--- src/rtl/qam_dac_out_if.sv ---
// Sample-stream and DAC-side signal bundle for qam_dac_out.
// The master drives the modulated stream and the error clear; the slave produces DAC words and status.
interface qam_dac_out_if #(
   parameter int QAM_WIDTH = 12,
   parameter int DAC_WIDTH = 10
);
   logic                        qam_valid;
   logic signed [QAM_WIDTH-1:0] qam_data;
   logic                        clr_err;
   logic [DAC_WIDTH-1:0]        dac_data;
   logic                        dac_wr;
   logic                        dac_active;
   logic                        underflow;
   logic                        overflow;

   modport master (
      output qam_valid, qam_data, clr_err,
      input  dac_data, dac_wr, dac_active, underflow, overflow
   );

   modport slave (
      input  qam_valid, qam_data, clr_err,
      output dac_data, dac_wr, dac_active, underflow, overflow
   );
endinterface

--- src/rtl/qam_dac_out.sv ---
// QAM output stage: round/saturate to offset binary, buffer in a FIFO, pace out one word per DIV clocks.
// Optional test ramp generator enabled by defining QAM_DAC_RAMP_EN (adds port ramp_mode).
module qam_dac_out #(
   parameter int QAM_WIDTH   = 12,
   parameter int DAC_WIDTH   = 10,
   parameter int FIFO_DEPTH  = 16,
   parameter int DIV         = 4,
   parameter int PRIME_LEVEL = 4
) (
   input  logic axi_clk,
   input  logic axi_rst,
`ifdef QAM_DAC_RAMP_EN
   input  logic ramp_mode,
`endif
   qam_dac_out_if.slave bus
);
   localparam int SH = QAM_WIDTH - DAC_WIDTH;
   localparam int AW = $clog2(FIFO_DEPTH);
   localparam int CW = $clog2(DIV);
   localparam logic [QAM_WIDTH:0]        RND     = (QAM_WIDTH+1)'(1) << (SH - 1);
   localparam logic signed [DAC_WIDTH:0] SAT_HI  = {2'b00, {(DAC_WIDTH-1){1'b1}}};
   localparam logic signed [DAC_WIDTH:0] SAT_LO  = ~SAT_HI;
   localparam logic [DAC_WIDTH-1:0]      MID     = {1'b1, {(DAC_WIDTH-1){1'b0}}};
   localparam logic [AW:0]               FULL_LV = (AW+1)'(FIFO_DEPTH);
   localparam logic [AW:0]               PRIME_LV = (AW+1)'(PRIME_LEVEL);

   typedef enum logic [1:0] {IDLE, PRIME, RUN} state_t;

   // Round half up, then drop the low SH bits (slice keeps the sign: arithmetic shift).
   function automatic logic signed [DAC_WIDTH:0] round_shift(input logic signed [QAM_WIDTH-1:0] x);
      logic signed [QAM_WIDTH:0] s;
      s = {x[QAM_WIDTH-1], x} + RND;
      return s[QAM_WIDTH:SH];
   endfunction

   function automatic logic [DAC_WIDTH-1:0] sat_offset(input logic signed [DAC_WIDTH:0] v);
      logic [DAC_WIDTH-1:0] r;
      if (v > SAT_HI)      r = SAT_HI[DAC_WIDTH-1:0];
      else if (v < SAT_LO) r = SAT_LO[DAC_WIDTH-1:0];
      else                 r = v[DAC_WIDTH-1:0];
      return {~r[DAC_WIDTH-1], r[DAC_WIDTH-2:0]};
   endfunction

   logic                 vld_p1;
   logic [DAC_WIDTH-1:0] data_p1;
   logic [CW-1:0]        div_cnt;
   logic                 tick, seen, live;
   logic [DAC_WIDTH-1:0] mem [FIFO_DEPTH];
   logic [AW-1:0]        wr_ptr, rd_ptr;
   logic [AW:0]          level;
   logic                 full, push, pop;
   state_t               state_q, state_n;
   logic                 out_load, out_mid, uf_set, ovf_set, ramp_on;
   logic [DAC_WIDTH-1:0] dac_q;
   logic                 wr_q, uf_q, ovf_q;

   // Stage p0 -> p1: format the incoming sample.
   always_ff @(posedge axi_clk) begin
      if (axi_rst) vld_p1 <= 1'b0;
      else         vld_p1 <= bus.qam_valid;
   end

   always_ff @(posedge axi_clk) begin
      data_p1 <= sat_offset(round_shift(bus.qam_data));
   end

   assign tick = (div_cnt == CW'(DIV - 1));
   assign live = seen | bus.qam_valid;

   // seen collects qam_valid over the divider period ending at the next tick.
   always_ff @(posedge axi_clk) begin
      if (axi_rst) begin
         div_cnt <= '0;
         seen    <= 1'b0;
      end else begin
         div_cnt <= tick ? '0 : div_cnt + 1'b1;
         seen    <= tick ? 1'b0 : (seen | bus.qam_valid);
      end
   end

   // Stage p1 -> FIFO.
   assign full    = (level == FULL_LV);
   assign push    = vld_p1 && (!full || pop);
   assign ovf_set = vld_p1 && full && !pop;

   always_ff @(posedge axi_clk) begin
      if (push) mem[wr_ptr] <= data_p1;
   end

   always_ff @(posedge axi_clk) begin
      if (axi_rst) begin
         wr_ptr <= '0;
         rd_ptr <= '0;
         level  <= '0;
      end else begin
         if (push) wr_ptr <= wr_ptr + 1'b1;
         if (pop)  rd_ptr <= rd_ptr + 1'b1;
         case ({push, pop})
            2'b10:   level <= level + 1'b1;
            2'b01:   level <= level - 1'b1;
            default: level <= level;
         endcase
      end
   end

`ifdef QAM_DAC_RAMP_EN
   logic [DAC_WIDTH-1:0] ramp_cnt;
   assign ramp_on = ramp_mode;

   always_ff @(posedge axi_clk) begin
      if (axi_rst || !ramp_mode) ramp_cnt <= '0;
      else if (tick)             ramp_cnt <= ramp_cnt + 1'b1;
   end
`else
   assign ramp_on = 1'b0;
`endif

   always_ff @(posedge axi_clk) begin
      if (axi_rst) state_q <= IDLE;
      else         state_q <= state_n;
   end

   always_comb begin
      state_n  = state_q;
      pop      = 1'b0;
      out_load = 1'b0;
      out_mid  = 1'b0;
      uf_set   = 1'b0;
      if (ramp_on) begin
         state_n = IDLE;
      end else begin
         case (state_q)
            IDLE: begin
               out_mid = tick;
               if (vld_p1 && !full) state_n = PRIME;
            end
            PRIME: begin
               if (tick) begin
                  if (level >= PRIME_LV) begin
                     pop      = 1'b1;
                     out_load = 1'b1;
                     state_n  = RUN;
                  end else begin
                     out_mid = 1'b1;
                  end
               end
            end
            RUN: begin
               if (tick) begin
                  if (level != '0) begin
                     pop      = 1'b1;
                     out_load = 1'b1;
                  end else begin
                     out_mid = 1'b1;
                     uf_set  = live;
                     state_n = IDLE;
                  end
               end
            end
            default: state_n = IDLE;
         endcase
      end
   end

   // Output register stage: DAC word, strobe and sticky flags.
   always_ff @(posedge axi_clk) begin
      if (axi_rst) begin
         dac_q <= MID;
         wr_q  <= 1'b0;
         uf_q  <= 1'b0;
         ovf_q <= 1'b0;
      end else begin
         if (out_load)     dac_q <= mem[rd_ptr];
         else if (out_mid) dac_q <= MID;
`ifdef QAM_DAC_RAMP_EN
         else if (ramp_on && tick) dac_q <= ramp_cnt;
`endif
         wr_q  <= tick;
         uf_q  <= uf_set  | (uf_q  & ~bus.clr_err);
         ovf_q <= ovf_set | (ovf_q & ~bus.clr_err);
      end
   end

   assign bus.dac_data   = dac_q;
   assign bus.dac_wr     = wr_q;
   assign bus.dac_active = (state_q == RUN);
   assign bus.underflow  = uf_q;
   assign bus.overflow   = ovf_q;
endmodule

--- src/flat_wrapper.sv ---
// flat-port wrapper written by rule: the top's interface ports become plain ports
module qam_dac_out_flat 
#(
   parameter int QAM_WIDTH   = 12,
   parameter int DAC_WIDTH   = 10,
   parameter int FIFO_DEPTH  = 16,
   parameter int DIV         = 4,
   parameter int PRIME_LEVEL = 4
)
  (axi_clk, axi_rst, bus_qam_valid, bus_qam_data, bus_clr_err, bus_dac_data, bus_dac_wr, bus_dac_active, bus_underflow, bus_overflow);
  qam_dac_out_if #(.QAM_WIDTH(QAM_WIDTH), .DAC_WIDTH(DAC_WIDTH)) bus_i ();
  input  logic axi_clk;
  input  logic axi_rst;
  input wire logic [$bits(bus_i.qam_valid)-1:0] bus_qam_valid;
  input wire logic [$bits(bus_i.qam_data)-1:0] bus_qam_data;
  input wire logic [$bits(bus_i.clr_err)-1:0] bus_clr_err;
  output wire logic [$bits(bus_i.dac_data)-1:0] bus_dac_data;
  output wire logic [$bits(bus_i.dac_wr)-1:0] bus_dac_wr;
  output wire logic [$bits(bus_i.dac_active)-1:0] bus_dac_active;
  output wire logic [$bits(bus_i.underflow)-1:0] bus_underflow;
  output wire logic [$bits(bus_i.overflow)-1:0] bus_overflow;
  assign bus_i.qam_valid = bus_qam_valid;
  assign bus_i.qam_data = bus_qam_data;
  assign bus_i.clr_err = bus_clr_err;
  assign bus_dac_data = bus_i.dac_data;
  assign bus_dac_wr = bus_i.dac_wr;
  assign bus_dac_active = bus_i.dac_active;
  assign bus_underflow = bus_i.underflow;
  assign bus_overflow = bus_i.overflow;
  qam_dac_out #(.QAM_WIDTH(QAM_WIDTH), .DAC_WIDTH(DAC_WIDTH), .FIFO_DEPTH(FIFO_DEPTH), .DIV(DIV), .PRIME_LEVEL(PRIME_LEVEL)) u_core (.axi_clk(axi_clk), .axi_rst(axi_rst), .bus(bus_i));
endmodule
--- config.mk ---
export PLATFORM = sky130hd
export DESIGN_NAME = qam_dac_out_flat
export DESIGN_NICKNAME = d
export VERILOG_FILES = /design/src/rtl/qam_dac_out_if.sv /design/src/rtl/qam_dac_out.sv /design/src/flat_wrapper.sv
export SDC_FILE = /design/constraint.sdc
export NUM_CORES = 1
export LEC_CHECK = 0
export CORE_MARGIN = 5
export CORE_UTILIZATION = 45
export DETAILED_ROUTE_END_ITERATION = 10
export SYNTH_ARGS = -nofsm -noshare
export SYNTH_HDL_FRONTEND = slang
export SYNTH_SLANG_ARGS = --single-unit
--- constraint.sdc ---
create_clock -name axi_clk -period 4.2 [get_ports axi_clk]
set_input_delay 0.84 -clock axi_clk [delete_from_list [all_inputs] [get_ports axi_clk]]
set_output_delay 0.84 -clock axi_clk [all_outputs]
set_load 0.1 [all_outputs]
==> qor.txt <==
PWR
----------------------------------------------------------------------------------------
Switching Fraction                                                                 0.209
Part of the power in the clock network                                             0.418
Net switching power of the design                                                 896 uW
Power per Cell Area                                                           456 nW/um2
Static leakage power                                                             3.07 nW
Combinational share of power                                                       0.047
Sequential share of power                                                          0.536
Int Power                                                                        3.38 mW
Peak supply drop                                                                  269 uV

DETAILED ROUTING
----------------------------------------------------------------------------------------
Avg Vias per Cell                                                                   5.49
Vias                                                                                4273
Number of DRC markers after the initial detailed-route iteration                     362
TritonRoute pass-1 iters                                                               4
Routed WL per cell                                                               20.7 um
Wire length after detailed routing                                              16100 um
ANT nets after route                                                                   0
Drt drc                                                                                0

STA
----------------------------------------------------------------------------------------
Portion of the clock cycle consumed by the worst path in the final layout          0.767
Unrepaired setup endpoints after global routing                                       no
Final-report setup violation count                                                     0
Shortest period the worst path allows                                            3220 ps
Worst Clk Skew                                                                   13.6 ps
Max Freq                                                                         310 MHz
Final total negative setup slack                                                    0 ps
Pins over their slew limit                                                             0
Worst-Margin Slew                                                                1190 ps
Final hold viol count                                                                  0
Slew Limit Headroom                                                                0.203

WORST SETUP PATH
----------------------------------------------------------------------------------------
Setup Crit Path Kind                                                             reg2out
Delay-heaviest family, CP                                                   buffers and inverters
Delay of the slowest cell on the worst path                                      1180 ps
Critical path data required time                                                 3360 ps
Maximum fanout count along the critical path                                           5
Critical Path AT                                                                 2380 ps
Buffering stage count on the worst path with inverters included                        2
Setup slack, reg-to-reg                                                          1360 ps
Worst Setup End Kind                                                          output pin
Slowest cell on the critical path                                           clkdlybuf4s50_1
Worst path cell trace                                                       inv_1, ha_1, clkdlybuf4s50_1
Sort of element at the start of the critical path                               register

MIN PATH
----------------------------------------------------------------------------------------
Class of the tightest hold or removal check                                      reg2reg

CTS
----------------------------------------------------------------------------------------
TritonCTS clock tree                                                               built
Hold bufs inserted after CTS                                                           0
Clock insertion delay at the later pin of the skew report                         490 ps
Max clock buf depth                                                                    3
Clock Sinks                                                                          206
Count of instances resized after the clock tree is built                               0
Num CTS Buffers                                                                       21
Clock slew at the register clock pins of the worst setup and hold paths            60 ps
CTS root buffer                                                                clkbuf_16
H-tree depth                                                                           1
Setup Fix Bufs, Post-CTS                                                               0

RUN
----------------------------------------------------------------------------------------
Max-cap violations                                                                     0

STATUS
----------------------------------------------------------------------------------------
Status                                                                      finished, final reports clean

LAYOUT
----------------------------------------------------------------------------------------
Area Overhead vs Synth                                                             15.0%
Share of final-layout standard cells stronger than drive strength 1                0.178
Fill cell total of the finished layout                                              1474
Antenna diode count                                                                    0
Share of the core filled with cells in the final layout                            0.525
Number of nets in the final layout                                                   564

GLOBAL ROUTE
----------------------------------------------------------------------------------------
Final global-route overflow total                                                      0
Total routing usage reported by global routing                                     0.162
Largest net degree at the start of global routing                                     41
Wire length of the first global-routing pass                                    25400 um
Number of global-route vias before repair                                           4542
Antenna violations before repair                                                       0

PLACED DESIGN
----------------------------------------------------------------------------------------
# port buffers                                                                        28
HPWL Detailed                                                                   10200 um
Global placement routability congestion                                            0.869

SYNTHESIS
----------------------------------------------------------------------------------------
Seq/Total Area, Yosys                                                              0.701
Cell Area, Synth                                                                8170 um2
Avg Inst Size Synth                                                             16.7 um2
Synth warnings                                                                         0
Synthesized net count                                                                519
Flip-flop and latch count after synthesis                                            206
Main area contributors after synthesis                                      edfxtp_1, dfxtp_1, mux4_2
Number of instances in the synthesized netlist                                       490
Portion of synthesized cell area occupied by the leading cell type                 0.588
Unique cell type count in the Yosys netlist                                           50
Cell type with the largest total area after synthesis                           edfxtp_1

DIE
----------------------------------------------------------------------------------------
Die Width                                                                         145 um
Core area                                                                      17900 um2
Initial cell density of the core                                                   0.456
Num ports                                                                             30
Die extent in y                                                                   145 um
Total Die Area                                                                 20900 um2
Std-Cell Rows                                                                         49

==> power groups by stage <==
stage          Clock (mW)  Sequential, mW  Combinational (mW)
5_1_grt              1.93            2.30               0.221
3_3_place_gp            0            2.33               0.194
3_5_place_dp            0            2.34               0.202
2_1_floorplan           0            2.32               0.141
4_1_cts              1.83            2.29               0.202
6_report             1.79            2.29               0.200
==> stage by stage <==
step	hold slack, ps	setup WS [ps]	std cells	cell area [um2]	total power [mW]
finish	429	979	779	9390	4.28
global route	445	902	779	9390	4.45
CTS	434	950	779	9390	4.32
detailed placement	425	1300	741	8730	2.54
global placement	412	1400	741	8730	2.52
floorplan	404	1110	490	8170	2.46
==> final cells by class <==
class,count,area (um2),area share
Multi-Input combinational cell,255,2290,0.244
Sequential cell,206,5730,0.610
Inverter,8,30.0,0.00320
Tap cell,229,287,0.0305
Clock inverter,13,114,0.0121
Timing Repair Buffer,43,393,0.0418
Clock buffer,25,551,0.0586
==> logic make-up after synthesis <==
logic type,count (synthesis),share of synthesized area
flops,206,0.701
mux,43,0.114
fa+ha+maj,13,0.0199
simple gates,115,0.0668
compound gates,70,0.0650
xor+xnor,14,0.0150
buf+inv,29,0.0181
==> Yosys cell counts (all sizes together) <==
library cell	n
a2111o	2
a2111oi	1
a211oi	3
a21o	3
a21oi	11
a221o	1
a221oi	1
a22o	10
a22oi	19
a31oi	4
a32oi	1
a41oi	1
and2	5
and3	1
buf	12
clkbuf	9
dfxtp	46
edfxtp	160
ha	13
inv	8
mux2i	3
mux4	40
nand2	31
nand2b	2
nand3	7
nand4	3
nor2	40
nor2b	5
nor3	13
nor3b	4
nor4	2
o21a	2
o21ai	8
o21bai	1
o22ai	1
o31a	1
or3	2
xnor2	4
xor2	10
==> flip-flops by register name (all words and copies together), names as in the netlist, 2 cells and up, named ones only <==
name                 cells
u_core.mem             160
u_core.rd_ptr            4
u_core.div_cnt           2
u_core.data_p1          10
u_core.state_q           2
u_core.level             5
u_core.wr_ptr            4
u_core.bus.dac_data     10
==> per-layer routing <==
layer	part of all wire	global-route usage
met3	0.036	0.0210
met5	0	0
met1	0.41	0.207
met2	0.53	0.292
met4	0.018	0.0403
==> cells in the final DEF (no fill, tap or decap), types with 6 or more instances in the layout <==
| master | netlist | routed |
|---|---|---|
| edfxtp_1 | 160 | 160 |
| nand2_1 | 31 | 31 |
| o21ai_0 | 6 | 6 |
| ha_1 | 13 | 13 |
| a22oi_1 | 19 | 19 |
| xor2_1 | 10 | 10 |
| clkinv_2 | 0 | 6 |
| clkbuf_16 | 0 | 21 |
| nor2_1 | 39 | 39 |
| a22o_1 | 10 | 10 |
| dfxtp_1 | 46 | 44 |
| clkdlybuf4s50_1 | 0 | 28 |
| nor3_1 | 11 | 11 |
| mux4_2 | 40 | 40 |
| a21oi_1 | 10 | 10 |
| inv_1 | 8 | 8 |
| buf_4 | 1 | 15 |
| nand3_1 | 7 | 7 |
==> worst reg2reg max path, delay by kind of cell, from the launching register on <==
kind | cells | cell delay [ps]
AOI/OAI and AO/OA | 1 | 390
adders and majority gates | 1 | 300
and+or+nand+nor | 3 | 1280
DFF | 1 | 390
buffers and inverters | 1 | 90
==> worst paths after layout <==
| kind | startpoint | to | cells past startpoint |
|---|---|---|---|
| max | u_core.state_q[0] | bus_dac_active | 3 |
| min | u_core.div_cnt[0] | u_core.div_cnt[0] | 1 |
| max reg2reg | u_core.state_q[0] | u_core.mem[9][0] | 6 |
| min reg2reg | u_core.div_cnt[0] | u_core.div_cnt[0] | 1 |
(Power assumes the default switching activity.)
